### src/rtl/egr_tcu_tqu_pop_ctrl.sv
// TCU-side pop controller for the TQU->TCU return path: round-robin pop arbitration,
// in-flight tracking of outstanding pops and a credit-protected return FIFO.
module egr_tcu_tqu_pop_ctrl #(
    parameter int NUM_Q      = 36,
    parameter int DATA_W     = 64,
    parameter int POP_LAT    = 3,
    parameter int FIFO_DEPTH = 8
) (
    input  logic                     clk,
    input  logic                     rst,
    input  logic [NUM_Q-1:0]         tcu_req,
    input  logic [NUM_Q-1:0]         tqu_data_ready,
    output logic [NUM_Q-1:0]         tcu_pop,
    input  logic                     tqu_data_valid,
    input  logic [DATA_W-1:0]        tqu_data,
    output logic                     out_valid,
    output logic [DATA_W-1:0]        out_data,
    output logic [$clog2(NUM_Q)-1:0] out_qid,
    input  logic                     out_ready,
    output logic                     err_unexp,
    output logic                     err_miss
);

    localparam int QID_W  = $clog2(NUM_Q);
    localparam int CRED_W = $clog2(FIFO_DEPTH + 1);
    localparam int AW     = (FIFO_DEPTH > 1) ? $clog2(FIFO_DEPTH) : 1;

    logic [QID_W-1:0]  ptr;
    logic [QID_W-1:0]  gnt_idx;
    logic [QID_W-1:0]  pop_qid;
    logic [QID_W-1:0]  cand;
    logic [QID_W:0]    scan_sum;
    logic [NUM_Q-1:0]  elig;
    logic              found;
    logic              grant;

    logic [CRED_W-1:0] credit;
    logic [CRED_W-1:0] credit_nxt;

    logic [POP_LAT-1:0] pipe_v;
    logic [QID_W-1:0]   pipe_q [POP_LAT];
    logic               expected;
    logic [QID_W-1:0]   exp_qid;

    logic              fifo_wr;
    logic              fifo_rd;
    logic              ret_miss;
    logic              ret_unexp;
    logic [DATA_W-1:0] mem_d [FIFO_DEPTH];
    logic [QID_W-1:0]  mem_q [FIFO_DEPTH];
    logic [AW-1:0]     wptr;
    logic [AW-1:0]     rptr;
    logic [CRED_W-1:0] fifo_cnt;

    // The queue being popped right now is masked: its ready has not yet seen the pop.
    always_comb begin
        elig     = tcu_req & tqu_data_ready & ~tcu_pop;
        found    = 1'b0;
        gnt_idx  = '0;
        scan_sum = '0;
        cand     = '0;
        for (int i = 0; i < NUM_Q; i++) begin
            scan_sum = {1'b0, ptr} + (QID_W+1)'(i);
            if (scan_sum >= (QID_W+1)'(NUM_Q))
                scan_sum = scan_sum - (QID_W+1)'(NUM_Q);
            cand = scan_sum[QID_W-1:0];
            if (!found && elig[cand]) begin
                found   = 1'b1;
                gnt_idx = cand;
            end
        end
    end

    assign grant = found && (credit != '0);

    assign expected  = pipe_v[POP_LAT-1];
    assign exp_qid   = pipe_q[POP_LAT-1];
    assign fifo_wr   = expected & tqu_data_valid;
    assign ret_miss  = expected & ~tqu_data_valid;
    assign ret_unexp = ~expected & tqu_data_valid;

    assign out_valid = (fifo_cnt != '0);
    assign fifo_rd   = out_valid & out_ready;
    assign out_data  = out_valid ? mem_d[rptr] : '0;
    assign out_qid   = out_valid ? mem_q[rptr] : '0;

    // A missing return frees its reserved slot just like a FIFO read does.
    always_comb begin
        credit_nxt = credit;
        if (grant)
            credit_nxt = credit_nxt - 1'b1;
        if (fifo_rd)
            credit_nxt = credit_nxt + 1'b1;
        if (ret_miss)
            credit_nxt = credit_nxt + 1'b1;
    end

    always_ff @(posedge clk) begin
        if (rst) begin
            tcu_pop   <= '0;
            pop_qid   <= '0;
            ptr       <= '0;
            credit    <= CRED_W'(FIFO_DEPTH);
            pipe_v    <= '0;
            for (int s = 0; s < POP_LAT; s++)
                pipe_q[s] <= '0;
            wptr      <= '0;
            rptr      <= '0;
            fifo_cnt  <= '0;
            err_unexp <= 1'b0;
            err_miss  <= 1'b0;
        end else begin
            tcu_pop <= '0;
            if (grant) begin
                tcu_pop <= {{(NUM_Q-1){1'b0}}, 1'b1} << gnt_idx;
                pop_qid <= gnt_idx;
                ptr     <= (gnt_idx == QID_W'(NUM_Q - 1)) ? '0 : gnt_idx + 1'b1;
            end

            pipe_v[0] <= |tcu_pop;
            pipe_q[0] <= pop_qid;
            for (int s = 1; s < POP_LAT; s++) begin
                pipe_v[s] <= pipe_v[s-1];
                pipe_q[s] <= pipe_q[s-1];
            end

            credit <= credit_nxt;

            if (fifo_wr)
                wptr <= wptr + 1'b1;
            if (fifo_rd)
                rptr <= rptr + 1'b1;
            case ({fifo_wr, fifo_rd})
                2'b10:   fifo_cnt <= fifo_cnt + 1'b1;
                2'b01:   fifo_cnt <= fifo_cnt - 1'b1;
                default: fifo_cnt <= fifo_cnt;
            endcase

            if (ret_unexp)
                err_unexp <= 1'b1;
            if (ret_miss)
                err_miss <= 1'b1;
        end
    end

    always_ff @(posedge clk) begin
        if (!rst && fifo_wr) begin
            mem_d[wptr] <= tqu_data;
            mem_q[wptr] <= exp_qid;
        end
    end

    a_no_overflow: assert property (@(posedge clk) disable iff (rst)
        !(fifo_wr && !fifo_rd && (fifo_cnt == CRED_W'(FIFO_DEPTH))));

    a_pop_onehot: assert property (@(posedge clk) disable iff (rst) $onehot0(tcu_pop));

endmodule
### config.mk
export PLATFORM = sky130hd
export DESIGN_NAME = egr_tcu_tqu_pop_ctrl
export DESIGN_NICKNAME = d
export VERILOG_FILES = /design/src/rtl/egr_tcu_tqu_pop_ctrl.sv
export SDC_FILE = /design/constraint.sdc
export NUM_CORES = 1
export LEC_CHECK = 0
export ABC_CLOCK_PERIOD_IN_PS = 19100
export BUFFER_PORTS_ARGS = -buffer_cell sky130_fd_sc_hd__buf_2
export CAP_MARGIN = 5
export CORE_MARGIN = 2
export CORE_UTILIZATION = 40
export DETAILED_ROUTE_END_ITERATION = 8
export PLACE_DENSITY = 0.64
export SLEW_MARGIN = 20
export SYNTH_ARGS = -nofsm -noshare
export SYNTH_HDL_FRONTEND = slang
export SYNTH_SLANG_ARGS = --single-unit
### constraint.sdc
create_clock -name clk -period 19.1 [get_ports clk]
set_clock_uncertainty 0.1 [all_clocks]
set_input_delay 1.91 -clock clk [delete_from_list [all_inputs] [get_ports clk]]
set_output_delay 1.91 -clock clk [all_outputs]
set_load 0.01 [all_outputs]
# --- Word level (Yosys, flattened, before mapping) ---
# Memories as Yosys holds them, arrays and structs flattened. A register that Yosys moved wholly into a read port is not among the register bits.
# Cells that the tools add are included.
totals:
  register_bits: 67
  mem_count: 3
  input_bits: 140
  mem_bits_rw: 578
  output_inout_bits: 109
  mem_bits_ro: 0
  word_cells: 458
  latch_bits: 0
mem_list:
  columns: ["memory", "words", "word_bits", "rd", "rd_clocked_by_memory_dff", "write_ports", "line", "text"]
  rows:
  - ["mem_d", 8, 64, 1, 1, 1, "49", "logic [DATA_W-1:0] mem_d [FIFO_DEPTH];"]
  - ["mem_q", 8, 6, 1, 1, 1, "50", "logic [QID_W-1:0] mem_q [FIFO_DEPTH];"]
  - ["pipe_q", 3, 6, 3, 0, 3, "41", "logic [QID_W-1:0] pipe_q [POP_LAT];"]
classes:
  add_sub_neg: 79
  order_cmp: 72
  n_div: 0
  bitwise_logic: 13
  reduce_logical: 78
  eq_ne: 3
  mux: 199
  n_shift: 1
  mul: 0
op_table:
  columns: ["op", "n"]
  rows:
  - ["$mux W6", 77]
  - ["$lt A6 B7 Y1 const B", 36]
  - ["$ge A7 B6 Y1 const B", 35]
  - ["$bmux W1 S6", 36]
  - ["$sub A6 B6 Y6 const B", 36]
  - ["$add A6 B5 Y7 const B", 16]
  - ["$mux W1", 77]
  - ["$and A36 B36 Y36", 2]
  - ["$mux W64", 1]
  - ["$add A6 B4 Y7 const B", 8]
  - ["$logic_and A1 B1 Y1", 37]
  - ["$logic_not A1 Y1", 36]
  - ["$not A36 Y36", 1]
  - ["$reduce_or A36 Y1", 1]
  - ["$shl A1 B6 Y36 const A", 1]
  - ["$add A6 B3 Y7 const B", 4]
  - ["$add A6 B6 Y7 const B", 4]
  - ["$add A6 B2 Y7 const B", 2]
  - ["$add A4 B1 Y4 const B", 3]
  - ["$mux W3", 4]
  - ["$mux W4", 3]
  - ["$pmux W4 S2", 1]
  - ["$reduce_bool A4 Y1", 2]
  - ["$sub A4 B1 Y4 const B", 2]
  - ["other kinds (12)", 20]

# --- Longest topological paths before layout ---
logic_depth:
  word_depth: 116
  mapped_depth: 38

# --- Least setup slack after synthesis ---
# OpenSTA, ideal clock, no wires.
synth_path:
  path_kind: "input to register"
  start: "input tqu_data_valid"
  end: "memory mem_d[5][0] (enable)"
  path_slack_ns: 8.785
  path_buffers: 1
  t_arrival_ns: 9.520
  path_stages: 4
  required_time_ns: 18.305
  path_cell_list: "and2_1 clkbuf_1 nand2_1 nor4b_1"
synth_between:
  elab_chain_len: 4
synth_rtl:
  columns: ["item", "line", "text"]
  rows:
  - ["start, declared", "14", "input logic tqu_data_valid,"]
  - ["$and A1 B1 Y1", "78", "assign fifo_wr = expected & tqu_data_valid;"]
  - ["$logic_and A1 B1 Y1", "147", "if (!rst && fifo_wr) begin"]
  - ["$mux W1", "147", null]
  - ["$mux W1 (not written as such)", "148", "mem_d[wptr] <= tqu_data;"]
  - ["end, declared", "49", null]
# Every way passes these cells.

# --- Final worst setup path ---
layout_path:
  start: "register ptr[1]"
  end: "register ptr[3]"
layout_between:
  elab_chain_len: 112
  word_cells_on_any_way: 361
  cone_classes: "72 x add/sub; 36 x order compare; 1 x eq/ne; 181 x mux; 71 x reduce/logical"
layout_rtl:
  columns: ["item", "line", "text"]
  rows:
  - ["start, declared", "28", "logic [QID_W-1:0] ptr;"]
  - ["start signal, assigned", "117", "ptr <= (gnt_idx == QID_W'(NUM_Q - 1)) ? '0 : gnt_idx + 1'b1;"]
  - ["branches (longest 109 deep; another with $add A6 B1 Y7)", null, null]
  - ["$mux W6 (*)", "67", "if (!found && elig[cand]) begin"]
  - ["net gnt_idx[1]", "29", "logic [QID_W-1:0] gnt_idx;"]
  - ["$add A6 B1 Y6 or $eq A6 B6 Y1 (tied branches)", "117", null]
  - ["$mux W6 (*)", "117", null]
# Mark *: on every way through the listed nets, which the timed path passes. The select of a mux whose other input is x is not followed.
# A chain may end at the register's enable or synchronous reset.

==> results.yml <==
synthesis:
  yosys_most_used_dff: "edfxtp_1"
  async_flop_share_pct: 0
  ys_seq_elements: 648
  syn_avg_cell_area_um2: 11.6
  synth_cell_types: 136
  yosysSeqAreaShare_pct: 44.8
  synth_nets: 3790
  syn_inst: 3585
  synth_edf_count: 560
  synth.yosys.warnings: 0
  syn_area_um2: 41500
die:
  dieArea_um2: 106000
  rows: 118
  core_um2: 103000
  ios: 249
  start_util_pct: 40.2
  die_w_um: 326
  die_h_um: 326
sta:
  drv_slew: 0
  max-slew-margin-rel_pct: 21.8
  hold_slack_ps: 336
  hold_violations: 0
  tightest_slew_ps: 1170
  fin_crit_sh_pct: 53.2
  setup_viol: 0
  rsz0062_at_grt: "no"
  fin_crit_ps: 10160
  max_freq_ghz: 0.0984
  timing.setup.tns_ps: 0
worst_setup_path:
  cp_max_fo: 51
  critPathRequiredTime_ps: 19510
  critPathKind: "reg -> reg"
  ff2ff_path_depth: 30
  max_stage_delay_ps: 920
  critPathLaunchType: "flip-flop"
  r2r_end: "ptr[3]$_SDFFE_PP0N_"
  end_kind: "flip-flop"
  reg2reg_from: "ptr[1]$_SDFFE_PP0N_"
  reg2reg_setup_slack_ps: 8940
  crit_slowest_cell: "and4_1"
  arrival_ps: 10560
  crit_top_cell: "nand2_1"
worst_hold_path:
  worstHoldPathCells: 1
  hold_start: "pipe_q[0][4]$_SDFF_PP0_"
  holdPathEnd: "pipe_q[0][10]$_SDFF_PP0_"
  min_path_type: "reg -> reg"
final_layout:
  nets: 3944
  syn_to_final_growth_pct: 10.8
  drive_gt1_share_pct: 21.3
  fin_area_um2: 45900
place:
  place_congestion: 1.12
  port_buffers: 248
  place_hpwl_um: 110000
  postPlaceCellArea_um2: 44000
clocking:
  cts_made_buffers: 57
  post_cts_resized: 0
  clk_pin_slew_ps: 90
  cts.sinks: 648
  cts_setup_buffers: 0
  h-tree-depth: 2
  cts_tree: "done"
  cts-root-buf: "clkbuf_16"
  insertion_delay_ps: 640
  cts_buffer_depth: 3
  hold_buffers: 0
global_routing:
  grt_max_degree: 68
  grt_pass1_vias: 31500
  antenna_found_initial: 9
  overflow: 0
  track_usage_pct: 27.9
  grt_first_pass_wirelength_um: 221000
detailed_routing:
  viasPerCell: 6.55
  wl_per_cell_um: 29.6
  route.detailed.drc: 0
  vias: 33900
  drt_wl_total_um: 153000
  ant_nets: 0
  initialDrtViolationCount: 4207
  first_pass_iters: 6
power_and_ir_drop:
  ir_drop_uv: 113
  power.density_nw_per_um2: 201
  leakage_nw: 15.6
job:
  cap_violations: 0
run_status:
  status: "completed"
[state kept, by name, indices dropped and copies added, names as in the netlist, named ones only]
register   count
mem_d        512
mem_q         48
tcu_pop       36
pipe_q        18
pop_qid        6
ptr            6
credit         4
fifo_cnt       4
pipe_v         3
rptr           3
wptr           3
err_miss       1
err_unexp      1
[metrics by stage]
| stage | util, % | power (mW) | worst slack (ps) | cells |
|---|---|---|---|---|
| global route | 44.5 | 9.57 | 8420 | 5169 |
| CTS | 44.5 | 9.00 | 9290 | 5165 |
| floorplan | - | 5.73 | 8780 | 3585 |
| finish | 44.5 | 9.22 | 8940 | 5173 |
| detailed placement | 42.6 | 7.78 | 9390 | 5060 |
| global placement | 42.6 | 7.84 | 9470 | 5059 |
[cell usage in the layout (no fill, tap or decap), types with 68 or more instances in the layout]
master / n
a21oi_1: 162
buf_4: 76
nand2_1: 234
nand3_1: 82
nor2_1: 281
o21ai_0: 127
dfxtp_1: 79
mux2i_1: 151
edfxtp_1: 560
xnor2_1: 68
nor3_1: 91
buf_2: 249
mux4_2: 219
[Yosys cell counts, types with 18 or more instances]
master / count / area, um^2
edfxtp_1: 560 / 16800
nor2_1: 283 / 1060
nand2_1: 234 / 878
mux4_2: 219 / 4930
a21oi_1: 162 / 811
mux2i_1: 151 / 1510
o21ai_0: 127 / 636
nor3_1: 94 / 470
dfxtp_1: 88 / 1760
clkbuf_1: 83 / 312
nand3_1: 82 / 410
buf_2: 75 / 375
xnor2_1: 70 / 613
o211ai_1: 65 / 488
ha_1: 64 / 801
and3_1: 61 / 382
inv_1: 57 / 214
nand3b_1: 53 / 398
a211oi_1: 50 / 375
a31oi_1: 49 / 307
nand2b_1: 49 / 307
nor2b_1: 43 / 269
and3b_1: 41 / 359
nor4_1: 40 / 250
buf_1: 35 / 131
and2_1: 33 / 206
nand4_1: 32 / 200
a21o_1: 27 / 203
o21ai_1: 22 / 110
or3_1: 22 / 138
a211o_1: 21 / 184
o2111ai_1: 20 / 175
buf_6: 19 / 214
o22ai_1: 19 / 119
mux2_2: 18 / 203
[critical path, delay by kind of cell, from the launching register on]
kind,cells,cell delay (ps)
AOI/OAI and AO/OA,10,3040
xor gates and xnor gates,1,140
adders and majority gates,3,1000
buffers and inverters,6,2160
DFF,1,360
and+or+nand+nor,10,3130
[final cells by class]
class	count	area, um^2
Fill cell	9458	57300
Timing Repair Buffer	326	1840
Antenna cell	8	20.0
Clock buffer	67	1500
Inverter	71	270
Multi-Input combinational cell	2635	21500
Tap cell	1380	1730
Sequential cell	648	18600
Clock inverter	38	455
[worst max-delay path by stage]
stage,start,end,slack (ps),depth (start not counted)
final,ptr[1]$_SDFFE_PP0N_,ptr[3]$_SDFFE_PP0N_,8940,30
after global placement,ptr[2]$_SDFFE_PP0N_,ptr[3]$_SDFFE_PP0N_,9470,28
after global routing,ptr[1]$_SDFFE_PP0N_,ptr[3]$_SDFFE_PP0N_,8420,30
after CTS,ptr[1]$_SDFFE_PP0N_,ptr[3]$_SDFFE_PP0N_,9290,30
after detailed placement,ptr[1]$_SDFFE_PP0N_,ptr[3]$_SDFFE_PP0N_,9390,30
after floorplan,tqu_data_valid,mem_d[5][0]$_DFFE_PP_,8780,4
[kinds of logic (layout without fill, tap and decap cells)]
family / count (synthesis) / after routing / synth area share [%]
and+or+nand+nor: 1187 / 1187 / 15.5
AOI/OAI and AO/OA: 896 / 896 / 15.9
DFF: 648 / 648 / 44.8
muxes: 390 / 390 / 16.1
buffers and inverters: 302 / 502 / 3.52
xor gates and xnor gates: 97 / 97 / 2.27
adders and majority gates: 65 / 65 / 1.98
other: 0 / 8 / 0
[power by group]
group	total [mW]	switching [mW]	internal (mW)	leakage (nW)
combinational	6.40	4.36	2.04	8.93
clock	1.19	0.522	0.673	0.936
sequential	1.62	0.0466	1.58	5.70
[metal layers]
layer | GRT usage, % | up-vias | routed length, um
li1 | - | 14600 | -
met5 | 0 | - | 39
met3 | 4.51 | 429 | 13800
met2 | 43.3 | 2098 | 68700
met4 | 15.5 | 6 | 10200
met1 | 37.3 | 16700 | 60300
Power figures use the tool's default switching activity.
